===== config.mk =====
export PLATFORM = sky130hd
export DESIGN_NAME = countdown_timer
export DESIGN_NICKNAME = d
export VERILOG_FILES = /design/src/rtl/timer_pkg.sv /design/src/rtl/rise_detect.sv /design/src/rtl/countdown_timer.sv
export SDC_FILE = /design/constraint.sdc
export NUM_CORES = 1
export LEC_CHECK = 0
export ABC_AREA = 1
export CAP_MARGIN = 10
export CORE_AREA = 2 2 39 41
export DETAILED_ROUTE_END_ITERATION = 12
export DIE_AREA = 0 0 41 43
export DONT_BUFFER_PORTS = 1
export GPL_TIMING_DRIVEN = 0
export PLACE_DENSITY_LB_ADDON = 0.05
export SETUP_SLACK_MARGIN = 0.1
export SYNTH_ARGS = -nofsm -noshare
export SYNTH_HDL_FRONTEND = slang
export SYNTH_SLANG_ARGS = --single-unit

===== constraint.sdc =====
create_clock -name clk -period 3.55 [get_ports clk]
set_input_delay 0.71 -clock clk [delete_from_list [all_inputs] [get_ports clk]]
set_output_delay 0.71 -clock clk [all_outputs]
set_load 0.03 [all_outputs]

===== src/rtl/timer_pkg.sv =====
// Shared types for the seconds countdown timer: FSM state encoding and default width.
// Latency: n/a (types only). Backpressure: n/a.
// No logic here; imported by the timer top level.
package timer_pkg;

    typedef enum logic [1:0] {
        IDLE  = 2'd0,
        COUNT = 2'd1,
        DONE  = 2'd2
    } state_e;

    localparam int unsigned TIMER_WIDTH = 4;

endpackage


===== src/rtl/rise_detect.sv =====
// One-flop rising-edge detector for level inputs such as buttons or start requests.
// Latency: pulse is combinational in the cycle d is first seen high.
// Backpressure: none; a held level produces exactly one pulse.
module rise_detect (
    input  logic clk,
    input  logic reset_n,
    input  logic d,
    output logic pulse
);

    logic d_q;

    always_ff @(posedge clk or negedge reset_n) begin
        if (!reset_n) begin
            d_q <= 1'b0;
        end else begin
            d_q <= d;
        end
    end

    assign pulse = d & ~d_q;

endmodule


===== src/rtl/countdown_timer.sv =====
// Seconds countdown driven by the divider's one_hz_enable strobe; optional pause via COUNTDOWN_TIMER_PAUSE_EN.
// Latency: outputs update on the edge that samples the start or strobe.
// Backpressure: none; a start edge always wins over a coincident strobe.
module countdown_timer
    import timer_pkg::*;
#(
    parameter int unsigned WIDTH = TIMER_WIDTH
) (
    input  logic             clk,
    input  logic             reset_n,
    input  logic             start_timer,
    input  logic [WIDTH-1:0] value,
    input  logic             one_hz_enable,
`ifdef COUNTDOWN_TIMER_PAUSE_EN
    input  logic             pause,
`endif
    output logic             divider_restart,
    output logic             busy,
    output logic [WIDTH-1:0] remaining,
    output logic             expired
);

    state_e           state_q, state_d;
    logic [WIDTH-1:0] remaining_q, remaining_d;
    logic             restart_q, restart_d;
    logic             busy_q, busy_d;
    logic             expired_q, expired_d;
    logic             start_edge;
    logic             count_en;

    rise_detect u_start_edge (
        .clk     (clk),
        .reset_n (reset_n),
        .d       (start_timer),
        .pulse   (start_edge)
    );

`ifdef COUNTDOWN_TIMER_PAUSE_EN
    assign count_en = one_hz_enable & ~pause;
`else
    assign count_en = one_hz_enable;
`endif

    always_comb begin
        state_d     = state_q;
        remaining_d = remaining_q;
        restart_d   = 1'b0;
        if (start_edge) begin
            // A start from any state reloads; a coincident strobe is dropped.
            remaining_d = value;
            restart_d   = 1'b1;
            state_d     = (value != '0) ? COUNT : DONE;
        end else begin
            case (state_q)
                COUNT: begin
                    if (count_en) begin
                        if (remaining_q > WIDTH'(1)) begin
                            remaining_d = remaining_q - WIDTH'(1);
                        end else begin
                            remaining_d = '0;
                            state_d     = DONE;
                        end
                    end
                end
                DONE:    state_d = IDLE;
                default: state_d = IDLE;
            endcase
        end
        busy_d    = (state_d == COUNT);
        expired_d = (state_d == DONE);
    end

    always_ff @(posedge clk or negedge reset_n) begin
        if (!reset_n) begin
            state_q     <= IDLE;
            remaining_q <= '0;
            restart_q   <= 1'b0;
            busy_q      <= 1'b0;
            expired_q   <= 1'b0;
        end else begin
            state_q     <= state_d;
            remaining_q <= remaining_d;
            restart_q   <= restart_d;
            busy_q      <= busy_d;
            expired_q   <= expired_d;
        end
    end

    assign divider_restart = restart_q;
    assign busy            = busy_q;
    assign remaining       = remaining_q;
    assign expired         = expired_q;

endmodule


==> results.txt, run 1 <==
# Post-CTS Setup Buffers - 0
post-CTS sizing - 0
Slew Viols, Final - 0
commonest non-fill, non-tap cells in the layout - nand2_1, inv_1, dfrtp_1
worst skew pair latency - 260 ps
minimum clock period - 1580 ps
post-route total power - 454 uW
number of top-level pins - 15
Mapped Cells - 71
# rows - 14
status - finished clean
Reg area - 250 sq um
hold_ws - 132 ps
Setup WS post-layout - 1970 ps
Critical Path Source Type - flip-flop
flops & latches, synth - 10
type of the worst min-delay path - input pin to async pin
PwrDens - 729 nW/um^2
critical path startpoint - remaining[2]
DR vias/cell - 4.58
total gr overflow - 0
commonest non-fill, non-tap cell in the layout - nand2_1
layout cells sized above 1 - 0.160
CTS max path bufs - 2
Clock Sinks - 10
Initial Util - 0.410
TNS Setup - 0 ps
CP required - 2840 ps
Pre-antenna DRT Iters - 2
Multi-input gate area - 256 sq um
pin count of the biggest net entering global routing - 11
VDD IR max - 351 uV
P&R area growth vs syn - 9.93%
Final Hold Fails - 0
hold bufs inserted after CTS - 0
post-route clock period utilization - 0.444
vias in the first global route - 422
Total Routed Length - 1030 microns
RSZ-0062 raised after global routing - false
compound-gate portion of the synthesized area - 0.0309
Lkg Pwr - 0.339 nW
# setup viols final - 0
syn_area_per_cell - 7.98 sq um
gpl congestion - 0.670
core area - 1380 sq um
Setup Slack @ Placement - 1990 ps
CTS root buf - clkbuf_4
f_max - 0.634 GHz
Worst Max-Slew Pin Slew - 422 ps
simple-gate share of the synthesized area - 0.362
CP endpoint kind - output pin
syn_nets - 81
Antenna diodes - 0
Seq/Total Area, Yosys - 0.442
DR vias - 417
Synth cell types - 15
Die ar. - 1760 sq um
Chip Width - 41 microns
WL per Instance - 11.3 microns
reg-to-reg startpoint - remaining[0]
PortBufs - 0
max_cap viols - 0
XOR/XNOR share of the synthesized area - 0.0155
mux share of post-synthesis cell area - 0
largest family of logic cells by synthesized area - simple AND/OR/NAND/NOR gates
initial antenna violation count - 0
crit path kind - flip-flop to output pin
HPWL after DPL - 822 microns
TritonCTS clock tree - done
Fill cells - 143
gr usage total - 0.163
DRC Markers - 0
Layout Skew - 5.32 ps
Worst EP arrival - 870 ps
headroom to the max-slew limit - 0.719
Post-Syn Area - 567 sq um
die height - 43 microns
ANT nets after route - 0
H-Tree Depth - 1
Post-Synth Adder-Cell Area - 0.0442
CP Max Fanout - 5
Yosys Warn Count - 0
final net count - 86
Num CTS Buffers - 3
Starting DRT DRC Count - 2
Clock transition at path regs - 70 ps
first-pass GRT wire length - 1910 microns
[Yosys cell counts]
| cell | number | share of area |
|---|---|---|
| buf_6 | 1 | 0.020 |
| dfrtp_1 | 10 | 0.44 |
| ha_1 | 2 | 0.044 |
| inv_1 | 12 | 0.079 |
| inv_2 | 1 | 0.0066 |
| nand2_1 | 26 | 0.17 |
| nand2_2 | 1 | 0.011 |
| nand3_1 | 5 | 0.044 |
| nand3_2 | 1 | 0.018 |
| nand3_4 | 1 | 0.031 |
| nor2_1 | 4 | 0.026 |
| nor2_4 | 3 | 0.060 |
| o21ai_1 | 1 | 0.0088 |
| o22ai_1 | 2 | 0.022 |
| xor2_1 | 1 | 0.015 |
[area by class of cell]
type,instances,share of cell area
clock buffers,4,0.0582
well taps,16,0.0321
inverters,13,0.0783
flip-flops and latches,10,0.402
plain buffers,1,0.0181
multi-input cells,47,0.412
[state kept, by name, indices dropped and copies added (netlist names)]
| signal | cells |
|---|---|
| divider_restart | 1 |
| busy | 1 |
| expired | 1 |
| u_start_edge.d_q | 1 |
| state_q | 2 |
| remaining | 4 |
[stage by stage]
step | utilization | instances | area (sq um)
final | 0.450 | 91 | 623
after global routing | 0.450 | 91 | 623
after CTS | 0.450 | 91 | 623
after detailed placement | 0.424 | 87 | 587
after global placement | 0.424 | 87 | 587
after floorplan | - | 71 | 567
[worst paths after layout]
check                                   endpoint  slack (ps)  depth (start not counted)
worst max-delay path                remaining[2]        1970                          0
worst min-delay path                  state_q[0]         130                          0
worst max register to register      remaining[0]        2000                          7
worst min register to register   divider_restart         570                          3
max in group asynchronous           remaining[1]        3340                          0
min in group clk                u_start_edge.d_q         470                          0
[power by group]
part / internal, mW / leakage, nW / switching (mW)
combinational: 0.0536 / 0.194 / 0.0831
sequential: 0.140 / 0.124 / 0.0755
clock: 0.0622 / 0.0210 / 0.0399
[routing by layer]
| layer | wire [microns] | global-route usage |
|---|---|---|
| met5 | 0 | 0 |
| met4 | 0 | 0.0200 |
| met3 | 100 | 0.110 |
| met2 | 483 | 0.222 |
| met1 | 448 | 0.217 |
[cells by family after synthesis]
kind of cell,after synthesis
AO/OA/AOI/OAI,3
XOR/XNOR,1
flip-flops,10
buffers and inverters,14
AND/OR/NAND/NOR,41
adder cells (fa/ha/maj),2
Power figures use the tool's default switching activity.
==> run 2: changes to the inputs <==
==> constraint.sdc (replaced) <==
create_clock -name clk -period 1.6 [get_ports clk]
set_input_delay 0.32 -clock clk [delete_from_list [all_inputs] [get_ports clk]]
set_output_delay 0.32 -clock clk [all_outputs]
set_load 0.03 [all_outputs]
==> run 2 against run 1 <==
Against the previous run:
- routed wire length is 0.39% higher
- largest power group unchanged
- critical endpoint is now busy
- combinational power increased by 130%
- sequential cell count stayed put
- non-clock buffer count rose by 1
- first-iteration DRC count unchanged
- final cell count rose by 1.1%
- clock power up 120%
- clock-buffer cell count unchanged
==> results.txt, run 2 (same netlist as run 1, synthesis figures left out) <==
worst skew pair latency - 260 ps
type of the worst min-delay path - input pin to flip-flop
crit path kind - flip-flop to flip-flop
final net count - 87
first-pass GRT wire length - 1910 microns
max_cap viols - 0
Final Hold Fails - 0
reg2reg end - busy
max FFs per register - 4
Fill cells - 140
commonest non-fill, non-tap cell in the layout - nand2_1
headroom to the max-slew limit - 0.695
core area - 1380 sq um
initial antenna violation count - 0
slowest CP cell - dfrtp_2
Starting DRT DRC Count - 2
post-route clock period utilization - 0.855
Clock transition at path regs - 70 ps
Antenna diodes - 0
ANT nets after route - 0
# setup viols final - 0
ordered list of cells on the worst path - inv_2 -> ha_1 -> nor2_2 -> nor2_4 -> nand2_1 -> nand3_1 -> nand2_1
Hold Path End - u_start_edge.d_q
gpl congestion - 0.670
PortBufs - 0
VDD IR max - 789 uV
CP required - 1750 ps
dpl cells - 87
Hold Startpoint - start_timer
# rows - 14
CP dominant cell by count - nand2_1
non-filler cells, final - 92
Chip Width - 41 microns
DRC Markers - 0
WL per Instance - 11.3 microns
pin count of the biggest net entering global routing - 11
vias in the first global route - 420
RSZ-0062 raised after global routing - false
Max stage delay on crit path - 500 ps
P&R area growth vs syn - 12.6%
hold-critical path depth - 0
minimum clock period - 1370 ps
CP endpoint kind - flip-flop
Layout Skew - 5.09 ps
number of top-level pins - 15
Register-to-Register Path Depth - 7
layout cells sized above 1 - 0.211
HPWL after DPL - 822 microns
Die ar. - 1760 sq um
Lkg Pwr - 0.341 nW
CP Max Fanout - 4
Slew Viols, Final - 0
Reg2Reg Setup Slack - 230 ps
total gr overflow - 0
Num CTS Buffers - 3
Worst Max-Slew Pin Slew - 456 ps
post-route total power - 1.03 mW
H-Tree Depth - 1
f_max - 0.731 GHz
DR vias/cell - 4.54
reg-to-reg startpoint - remaining[0]
Clock Sinks - 10
DR vias - 418
TNS Setup - 0 ps
CTS root buf - clkbuf_4
die height - 43 microns
PwrDens - 1610 nW/um^2
status - finished clean
Critical Path Source Type - flip-flop
Multi-input gate area - 259 sq um
TritonCTS clock tree - done
Pre-antenna DRT Iters - 2
Reg area - 253 sq um
Initial Util - 0.410
# Post-CTS Setup Buffers - 0
Total Routed Length - 1040 microns
Worst EP arrival - 1520 ps
CTS max path bufs - 2
gr usage total - 0.163
commonest non-fill, non-tap cells in the layout - nand2_1, inv_1, dfrtp_1
-- run 2: timing repair --
| action | in CTS | in global routing |
|---|---|---|
| hold buffers | 1 | 0 |
| endpoints found under the setup margin | 8 | 8 |
| endpoints found under the hold margin | 10 | 0 |
| resized for setup | 2 | 2 |
-- run 2: how the worst max path moves through the flow --
stage / slack, ps / end / from / depth (start not counted)
6_report: 230 / busy / remaining[0] / 7
3_3_place_gp: 30 / remaining[0] / remaining[0] / 7
4_1_cts: 150 / remaining[0] / remaining[0] / 7
2_1_floorplan: 170 / remaining[2] / remaining[0] / 7
3_5_place_dp: 40 / remaining[0] / remaining[0] / 7
5_1_grt: 120 / remaining[3] / remaining[0] / 7
-- run 2: critical path: cells and delay by family (launching register included) --
kind / cells / cell delay, ps
adder cells (fa/ha/maj): 1 / 210
buffers and inverters: 1 / 110
flip-flops: 1 / 500
AND/OR/NAND/NOR: 5 / 440
-- run 2: cell type report --
cell class | count | area share
multi-input cells | 47 | 0.406
flip-flops and latches | 10 | 0.396
inverters | 13 | 0.0765
clock buffers | 4 | 0.0569
well taps | 16 | 0.0314
plain buffers | 1 | 0.0176
repair buffers | 1 | 0.0157
-- run 2: where the power goes --
group,switching (mW),leakage (nW),internal [mW]
Combinational,0.193,0.198,0.126
Clock,0.0889,0.0210,0.138
Sequential,0.169,0.122,0.315
-- run 2: metrics by stage --
step | instance area (sq um) | setup slack (ps) | hold slack (ps) | util
6_report | 638 | 232 | 84.5 | 0.461
2_1_floorplan | 567 | 175 | 24.4 | -
3_5_place_dp | 587 | 35.1 | 24.7 | 0.424
4_1_cts | 636 | 148 | 72.9 | 0.459
3_3_place_gp | 587 | 31.9 | 24.6 | 0.424
5_1_grt | 638 | 123 | 61.4 | 0.461
-- run 2: metal layers --
| layer | wire (microns) | vias to the layer above | track usage | part of all wire |
|---|---|---|---|---|
| li1 | - | 224 | - | - |
| met1 | 453 | 181 | 0.217 | 0.44 |
| met2 | 483 | 13 | 0.222 | 0.47 |
| met3 | 99 | 0 | 0.110 | 0.096 |
| met4 | 0 | 0 | 0.0200 | 0 |
| met5 | 0 | - | 0 | 0 |
